$ cat config.mk
export PLATFORM = sky130hd
export DESIGN_NAME = bnn_bit_streamer_flat
export DESIGN_NICKNAME = d
export VERILOG_FILES = /design/src/rtl/bnn_bit_streamer_if.sv /design/src/rtl/bnn_bit_streamer.sv /design/src/flat_wrapper.sv
export SDC_FILE = /design/constraint.sdc
export NUM_CORES = 1
export LEC_CHECK = 0
export ABC_AREA = 1
export CAP_MARGIN = 5
export CORE_MARGIN = 10
export CORE_UTILIZATION = 50
export CTS_CLUSTER_SIZE = 30
export DETAILED_ROUTE_END_ITERATION = 7
export PLACE_DENSITY = 0.75
export SLEW_MARGIN = 20
export SYNTH_ARGS = -nofsm -noshare
export SYNTH_HDL_FRONTEND = slang
export SYNTH_SLANG_ARGS = --single-unit
$ cat constraint.sdc
create_clock -name clk -period 3.6 [get_ports clk]
set_input_delay 0.72 -clock clk [delete_from_list [all_inputs] [get_ports clk]]
set_output_delay 0.72 -clock clk [all_outputs]
set_load 0.1 [all_outputs]
$ cat src/rtl/bnn_bit_streamer_if.sv
// ----------------------------------------------------------------------------
// bnn_bit_streamer_if
//
// Bundles the word-side handshake and the three-wire serial stream of
// bnn_bit_streamer.
//
//   in_valid  producer -> streamer  word pair available
//   in_ready  streamer -> producer  streamer can accept a word pair
//   in_p      producer -> streamer  pixel word, sent LSB first
//   in_w      producer -> streamer  weight word, sent LSB first
//   out_p     streamer -> receiver  serial pixel bit
//   out_w     streamer -> receiver  serial weight bit
//   out_en    streamer -> receiver  bit strobe
//   busy      streamer -> producer  a word is being streamed
//   done      streamer -> producer  one-cycle pulse after the last hold phase
//
// Modports: master = producer / harness side, slave = the streamer itself.
// ----------------------------------------------------------------------------
interface bnn_bit_streamer_if #(
    parameter int unsigned WIDTH = 8
);
    logic             in_valid;
    logic             in_ready;
    logic [WIDTH-1:0] in_p;
    logic [WIDTH-1:0] in_w;
    logic             out_p;
    logic             out_w;
    logic             out_en;
    logic             busy;
    logic             done;

    modport master (
        output in_valid,
        output in_p,
        output in_w,
        input  in_ready,
        input  out_p,
        input  out_w,
        input  out_en,
        input  busy,
        input  done
    );

    modport slave (
        input  in_valid,
        input  in_p,
        input  in_w,
        output in_ready,
        output out_p,
        output out_w,
        output out_en,
        output busy,
        output done
    );
endinterface

$ cat src/rtl/bnn_bit_streamer.sv
// ----------------------------------------------------------------------------
// bnn_bit_streamer
//
// Serializes a pixel/weight word pair into the bit-serial (p, w, en) stream
// consumed by the `pipe` synchronizer on the BNN core side. Each bit goes
// through three phases:
//   SETUP  : p/w driven, en=0, for SETUP_CYCLES cycles
//   STROBE : en=1, p/w steady, for STROBE_CYCLES cycles
//   HOLD   : en=0, p/w steady, for HOLD_CYCLES cycles
// The margins let a 2-FF synchronizer in an unrelated clock domain see
// exactly one rising edge of en per bit with p/w already settled.
//
// Ports:
//   clk      system clock
//   reset_n  asynchronous active-low reset
//   bus      bnn_bit_streamer_if.slave (handshake, words, serial stream,
//            busy/done status)
//
// All outputs come straight from flops; nothing on the input side reaches
// out_* combinationally. A word accepted at edge k returns to IDLE at edge
// k + WIDTH*(SETUP_CYCLES+STROBE_CYCLES+HOLD_CYCLES), with done high for
// the following cycle.
// ----------------------------------------------------------------------------
module bnn_bit_streamer #(
    parameter int unsigned WIDTH         = 8,
    parameter int unsigned SETUP_CYCLES  = 2,
    parameter int unsigned STROBE_CYCLES = 3,
    parameter int unsigned HOLD_CYCLES   = 2
) (
    input  logic                   clk,
    input  logic                   reset_n,
    bnn_bit_streamer_if.slave      bus
);

    // Phase counter must hold the longest phase length minus one.
    localparam int unsigned MAX_SH = (SETUP_CYCLES > HOLD_CYCLES) ? SETUP_CYCLES : HOLD_CYCLES;
    localparam int unsigned MAX_PH = (STROBE_CYCLES > MAX_SH) ? STROBE_CYCLES : MAX_SH;
    localparam int unsigned PH_W   = $clog2(MAX_PH) + 1;
    localparam int unsigned IDX_W  = (WIDTH > 1) ? $clog2(WIDTH) : 1;

    localparam logic [PH_W-1:0]  SETUP_LAST  = PH_W'(SETUP_CYCLES - 1);
    localparam logic [PH_W-1:0]  STROBE_LAST = PH_W'(STROBE_CYCLES - 1);
    localparam logic [PH_W-1:0]  HOLD_LAST   = PH_W'(HOLD_CYCLES - 1);
    localparam logic [IDX_W-1:0] LAST_IDX    = IDX_W'(WIDTH - 1);

    typedef enum logic [1:0] {
        StIdle,
        StSetup,
        StStrobe,
        StHold
    } state_e;

    state_e           state_q;
    logic [PH_W-1:0]  ph_q;
    logic [IDX_W-1:0] idx_q;
    // Bits still to be sent; bit 0 is always the next one to drive.
    logic [WIDTH-1:0] p_sh_q;
    logic [WIDTH-1:0] w_sh_q;
    logic             p_q;
    logic             w_q;
    logic             en_q;
    logic             busy_q;
    logic             done_q;
    logic             ready_q;

    always_ff @(posedge clk or negedge reset_n) begin
        if (!reset_n) begin
            state_q <= StIdle;
            ph_q    <= '0;
            idx_q   <= '0;
            p_sh_q  <= '0;
            w_sh_q  <= '0;
            p_q     <= 1'b0;
            w_q     <= 1'b0;
            en_q    <= 1'b0;
            busy_q  <= 1'b0;
            done_q  <= 1'b0;
            ready_q <= 1'b1;
        end else begin
            done_q <= 1'b0;
            unique case (state_q)
                StIdle: begin
                    if (bus.in_valid && ready_q) begin
                        // Bit 0 goes out immediately; the rest wait in the shifters.
                        p_q     <= bus.in_p[0];
                        w_q     <= bus.in_w[0];
                        p_sh_q  <= bus.in_p >> 1;
                        w_sh_q  <= bus.in_w >> 1;
                        idx_q   <= '0;
                        ph_q    <= '0;
                        busy_q  <= 1'b1;
                        ready_q <= 1'b0;
                        state_q <= StSetup;
                    end
                end
                StSetup: begin
                    if (ph_q == SETUP_LAST) begin
                        ph_q    <= '0;
                        en_q    <= 1'b1;
                        state_q <= StStrobe;
                    end else begin
                        ph_q <= ph_q + PH_W'(1);
                    end
                end
                StStrobe: begin
                    if (ph_q == STROBE_LAST) begin
                        ph_q    <= '0;
                        en_q    <= 1'b0;
                        state_q <= StHold;
                    end else begin
                        ph_q <= ph_q + PH_W'(1);
                    end
                end
                StHold: begin
                    if (ph_q == HOLD_LAST) begin
                        ph_q <= '0;
                        if (idx_q != LAST_IDX) begin
                            // Data only changes here, on entry to SETUP.
                            idx_q   <= idx_q + IDX_W'(1);
                            p_q     <= p_sh_q[0];
                            w_q     <= w_sh_q[0];
                            p_sh_q  <= p_sh_q >> 1;
                            w_sh_q  <= w_sh_q >> 1;
                            state_q <= StSetup;
                        end else begin
                            p_q     <= 1'b0;
                            w_q     <= 1'b0;
                            busy_q  <= 1'b0;
                            ready_q <= 1'b1;
                            done_q  <= 1'b1;
                            state_q <= StIdle;
                        end
                    end else begin
                        ph_q <= ph_q + PH_W'(1);
                    end
                end
                default: begin
                    state_q <= StIdle;
                end
            endcase
        end
    end

    assign bus.out_p    = p_q;
    assign bus.out_w    = w_q;
    assign bus.out_en   = en_q;
    assign bus.busy     = busy_q;
    assign bus.done     = done_q;
    assign bus.in_ready = ready_q;

endmodule

$ cat src/flat_wrapper.sv
// flat-port wrapper written by rule: the top's interface ports become plain ports
module bnn_bit_streamer_flat 
#(
    parameter int unsigned WIDTH         = 8,
    parameter int unsigned SETUP_CYCLES  = 2,
    parameter int unsigned STROBE_CYCLES = 3,
    parameter int unsigned HOLD_CYCLES   = 2
)
  (clk, reset_n, bus_in_valid, bus_in_p, bus_in_w, bus_in_ready, bus_out_p, bus_out_w, bus_out_en, bus_busy, bus_done);
  bnn_bit_streamer_if #(.WIDTH(WIDTH)) bus_i ();
  input  logic clk;
  input  logic reset_n;
  input wire logic [$bits(bus_i.in_valid)-1:0] bus_in_valid;
  input wire logic [$bits(bus_i.in_p)-1:0] bus_in_p;
  input wire logic [$bits(bus_i.in_w)-1:0] bus_in_w;
  output wire logic [$bits(bus_i.in_ready)-1:0] bus_in_ready;
  output wire logic [$bits(bus_i.out_p)-1:0] bus_out_p;
  output wire logic [$bits(bus_i.out_w)-1:0] bus_out_w;
  output wire logic [$bits(bus_i.out_en)-1:0] bus_out_en;
  output wire logic [$bits(bus_i.busy)-1:0] bus_busy;
  output wire logic [$bits(bus_i.done)-1:0] bus_done;
  assign bus_i.in_valid = bus_in_valid;
  assign bus_i.in_p = bus_in_p;
  assign bus_i.in_w = bus_in_w;
  assign bus_in_ready = bus_i.in_ready;
  assign bus_out_p = bus_i.out_p;
  assign bus_out_w = bus_i.out_w;
  assign bus_out_en = bus_i.out_en;
  assign bus_busy = bus_i.busy;
  assign bus_done = bus_i.done;
  bnn_bit_streamer #(.WIDTH(WIDTH), .SETUP_CYCLES(SETUP_CYCLES), .STROBE_CYCLES(STROBE_CYCLES), .HOLD_CYCLES(HOLD_CYCLES)) u_core (.clk(clk), .reset_n(reset_n), .bus(bus_i));
endmodule
**Yosys cells after proc, flatten, opt, wreduce, memory -nomap -nowiden**

Index checks and enable logic that the tools add are counted.

- Div/mod/pow operators: 0
- Shift operators: 0
- Reductions and logical operators: 10
- Mux-type cells: 43
- Multipliers: 0
- Add/subtract/negate cells: 2
- Magnitude comparators: 0
- Bitwise logic cells: 0
- Eq/ne operators: 12

Operators with widths:

| operator | count |
|---|---|
| $mux 8 | 6 |
| $pmux 8 s2 | 2 |
| $mux 1 | 18 |
| $mux 3 | 5 |
| $reduce_and 4->1 | 3 |
| $ne 2x1->1 const B | 5 |
| $pmux 1 s2 | 5 |
| $pmux 3 s3 | 1 |
| $mux 2 | 4 |
| $pmux 2 s4 | 1 |
| $add 3x1->3 const B | 2 |
| $pmux 3 s2 | 1 |
| $reduce_and 3->1 | 2 |
| $eq 2x2->1 const B | 2 |
| $reduce_bool 2->1 | 2 |
| $eq 3x1->1 const B | 1 |
| $eq 3x2->1 const B | 1 |
| $ne 3x3->1 const B | 1 |
| $eq 2x1->1 const B | 1 |
| $logic_not 2->1 | 1 |
| $ne 2x2->1 const B | 1 |
| $reduce_or 2->1 | 1 |
| $logic_and 1x1->1 | 1 |

- Bits in latches: 0
- Input bits: 19
- Memories: 0
- Bits in registers: 30
- ROM bits: 0
- Memory bits (writable): 0

**Depth between registers and ports, before layout**

- Word-level depth: 4
- Gate-level depth with buffers: 9
- Mapped depth without buffers: 9

**Least setup slack after synthesis**

OpenSTA, ideal clock, no wires.

- Path kind: register -> register
- Start point: register u_core.ready_q (netlist: u_core.bus.in_ready)
- End point: register u_core.w_sh_q[0]
- Data arrival time: 1540 ps
- Path buffers: 1
- Stages on the path, launching flop included: 7
- Slack: 1938 ps
- Library setup time: 122 ps
- Cell sequence: dfstp_2 -> a21oi_4 -> nor2_4 -> nand3_4 -> buf_6 -> nand2_2 -> o21ai_2

- Word-level cells in the longest chain between the ends: 3

Ends and longest elaborated chain:

| item | RTL line | source |
|---|---|---|
| start: declaration | bnn_bit_streamer.sv:64 | `logic ready_q;` |
| start signal: assignment | bnn_bit_streamer.sv:78 | `ready_q <= 1'b1;` |
| start signal: assignment | bnn_bit_streamer.sv:92 | `ready_q <= 1'b0;` |
| start signal: assignment | bnn_bit_streamer.sv:129 | `ready_q <= 1'b1;` |
| $logic_and 1x1->1 | bnn_bit_streamer.sv:83 | `if (bus.in_valid && ready_q) begin` |
| $ne 2x1->1 (no source line) | n/a |  |
| $reduce_and 4->1 (no source line) | n/a |  |
| end signal: assignment | bnn_bit_streamer.sv:88 | `w_sh_q <= bus.in_w >> 1;` |
| end signal: assignment | bnn_bit_streamer.sv:123 | `w_sh_q <= w_sh_q >> 1;` |
| end: declaration | bnn_bit_streamer.sv:58 | `logic [WIDTH-1:0] w_sh_q;` |

No other way between the ends.
A chain may end at the register's enable or synchronous reset.

**Worst setup path in the final report**

- Start point: register u_core.p_q (netlist: u_core.bus.out_p)
- End point: output bus_out_p

RTL lines:

| item | RTL line | source |
|---|---|---|
| start: declaration | bnn_bit_streamer.sv:59 | `logic p_q;` |
| start signal: assignment | bnn_bit_streamer.sv:85 | `p_q <= bus.in_p[0];` |
| start signal: assignment | bnn_bit_streamer.sv:120 | `p_q <= p_sh_q[0];` |
| end: declaration | flat_wrapper.sv:17 | `output wire logic [$bits(bus_i.out_p)-1:0] bus_out_p;` |

No word-level cell between the ends.

==> metrics.yaml <==
status: "finished, final reports clean"
synth_xor_area_frac: 0
min_period_ps: 2600
drt_wl_total_um: 3010
layout.nets: 215
synthesis.nets: 189
worstMarginPinSlew_ps: 981
crit_chain: "clkdlybuf4s50_1"
yosysUniqueCellTypes: 22
fin_util: 0.622
required_ps: 2880
yosys-top-cells-area: "dfrtp_1 42%, o21ai_2 8.3%, mux2i_1 7.5%"
clk_pin_slew_ps: 150
critPathArrivalTime_ps: 1880
clockBufferDepth: 2
antenna_left: 0
p_sw_frac: 0.202
hp-class: "reg2reg"
netlist_area_um2: 1590
hold_start: "u_core.bus.out_w$_DFFE_PN0P_"
cts_tree: "done"
synth_top_area_cell: "dfrtp_1"
endpoint_kind: "output port"
worst_r2r_endpoint: "u_core.p_sh_q[2]$_DFFE_PN0P_"
power.share.clock: 0.380
synthAdderAreaFrac: 0.0629
drv_cap: 0
grt_pass1_vias: 1279
start_util: 0.521
cts-buffers-inserted: 3
power_density_nw_per_um2: 295
die_h_um: 76.4
p_int_mw: 0.448
cts-hold-fix-buffers: 0
leakage_nw: 0.876
synth_top_family_by_area: "simple AND/OR/NAND/NOR gates"
grt_setup_unrepaired: "no"
rows: 20
crit_family: "buffers and inverters"
grt_pass1_wl_um: 5610
power_mw: 0.561
crit_buf_inv: 1
grt_overflow: 0
ys_seq_area_frac: 0.441
grt_usage: 0.113
place_congestion: 0.863
maxClockFrequency_mhz: 385
drive_gt1_frac: 0.262
slew_violations: 0
criticalPathCategory: "reg2out"
synth_seq_cells: 28
routedWlPerCell_um: 13.0
hold_path_depth: 2
antenna_cells: 0
dr.pass1.iters: 4
grt_max_degree: 33
switchingPower_mw: 0.113
rr_worst_depth: 7
synth_top_area_frac: 0.425
period_share: 0.722
slew-limit-headroom: 0.344
post-place-ws_ps: 1230
reg2reg_from: "u_core.state_q[1]$_DFFE_PN0P_"
layout_setup_ws_ps: 1000
dp_hpwl_um: 2300
tns_ps: 0
clkSinkCount: 28
cts_max_level: 1
drtIter0Drc: 46
yosysWarnings: 0
postCtsResizedCells: 0
insertion_delay_ps: 340
worstSetupPathDepth: 1
slowest_stage: "clkdlybuf4s50_1"
syn_avg_cell_area_um2: 9.82
core-area_um2: 3050
power_frac_comb: 0.059
holdPathEnd: "u_core.bus.out_w$_DFFE_PN0P_"
peakVddDrop_mv: 0.147
drc: 0
die-area_um2: 5840
final_common_cell: "nand2_1"
area_growth_pct: 19.3
synth_compound_area_frac: 0.131
synth_simple_gate_area_frac: 0.229
cp-start-kind: "register"
via_count: 1166
worstPathMaxFanout: 2
synth_cells: 162
r2r_setup_slack_ps: 1230
ioPinCount: 25
final_cell_mix: "31 x nand2_1, 27 x dfrtp_1, 23 x clkdlybuf4s50_1"
die_w_um: 76.4
fillers: 294
avgViaCountPerCell: 5.05
seqPwrFrac: 0.561
muxShareOfSynthArea: 0.0755
cts_setup_buffers: 0
root_buffer: "clkbuf_4"
port_buffers: 24
max_stage_delay_ps: 1150
antenna_found_initial: 0
hold_viol_final: 0
finalClockSkew_ps: 2.16
finalSetupViolCount: 0
## worst max-delay path by stage
stage | from | to | slack, ps
finish | u_core.bus.out_p$_DFFE_PN0P_ | bus_out_p | 1000
global route | u_core.bus.out_en$_DFFE_PN0P_ | bus_out_en | 950
CTS | u_core.bus.out_p$_DFFE_PN0P_ | bus_out_p | 980
detailed placement | u_core.state_q[1]$_DFFE_PN0P_ | u_core.p_sh_q[2]$_DFFE_PN0P_ | 1230
global placement | bus_in_valid | u_core.p_sh_q[1]$_DFFE_PN0P_ | 1290
floorplan | u_core.bus.in_ready$_DFFE_PN1P_ | u_core.w_sh_q[0]$_DFFE_PN0P_ | 1940
## area by class of cell
type / instances / area, µm² / area share
inverter: 12 / 45.0 / 0.0237
clock inverter: 1 / 30.0 / 0.0158
timing repair buffer: 26 / 253 / 0.133
multi-input combinational: 117 / 792 / 0.417
sequential: 28 / 702 / 0.370
tap: 44 / 55.1 / 0.0290
clock buffer: 3 / 22.5 / 0.0119
## power groups by stage
stage | sequential (mW) | clock [mW] | combinational [mW]
floorplan | 0.321 | 0 | 0.00601
global placement | 0.320 | 0 | 0.0335
detailed placement | 0.320 | 0 | 0.0341
CTS | 0.315 | 0.216 | 0.0342
global route | 0.315 | 0.233 | 0.0362
finish | 0.315 | 0.213 | 0.0332
## routing by layer
| layer | GRT usage | up-vias | wire length (µm) |
|---|---|---|---|
| li1 | - | 581 | - |
| met1 | 0.132 | 561 | 1330 |
| met2 | 0.197 | 20 | 1540 |
| met3 | 0.0271 | 4 | 106 |
| met4 | 0.0335 | 0 | 34 |
| met5 | 0 | - | 0 |
## cells by family after synthesis
| logic type | Yosys count |
|---|---|
| and+or+nand+nor | 69 |
| DFF | 28 |
| buffers and inverters | 17 |
| muxes | 12 |
| AOI/OAI and AO/OA | 28 |
| adders and majority gates | 8 |
## stage by stage
stage                     cell area (µm²)  hold slack [ps]  cells
after floorplan                      1590              424    162
after global placement               1850              461    227
after detailed placement             1850              463    227
after CTS                            1900              499    231
after global routing                 1900              535    231
final                                1900              499    231
## sequential cells by signal, summed over array words and instances (netlist names)
signal               cells
u_core.idx_q             3
u_core.w_sh_q            7
u_core.bus.done          1
u_core.bus.in_ready      1
u_core.bus.out_w         1
u_core.bus.out_en        1
u_core.bus.out_p         1
u_core.state_q           2
u_core.p_sh_q            7
u_core.bus.busy          1
u_core.ph_q              3
## cell usage after synthesis (all sizes together)
cell	instances
nand2	49
dfrtp	27
o21ai	24
nand3	14
inv	12
mux2i	12
ha	8
nor2	5
a21oi	4
buf	4
clkbuf	1
dfstp	1
or2	1
(Power assumes the default switching activity.)
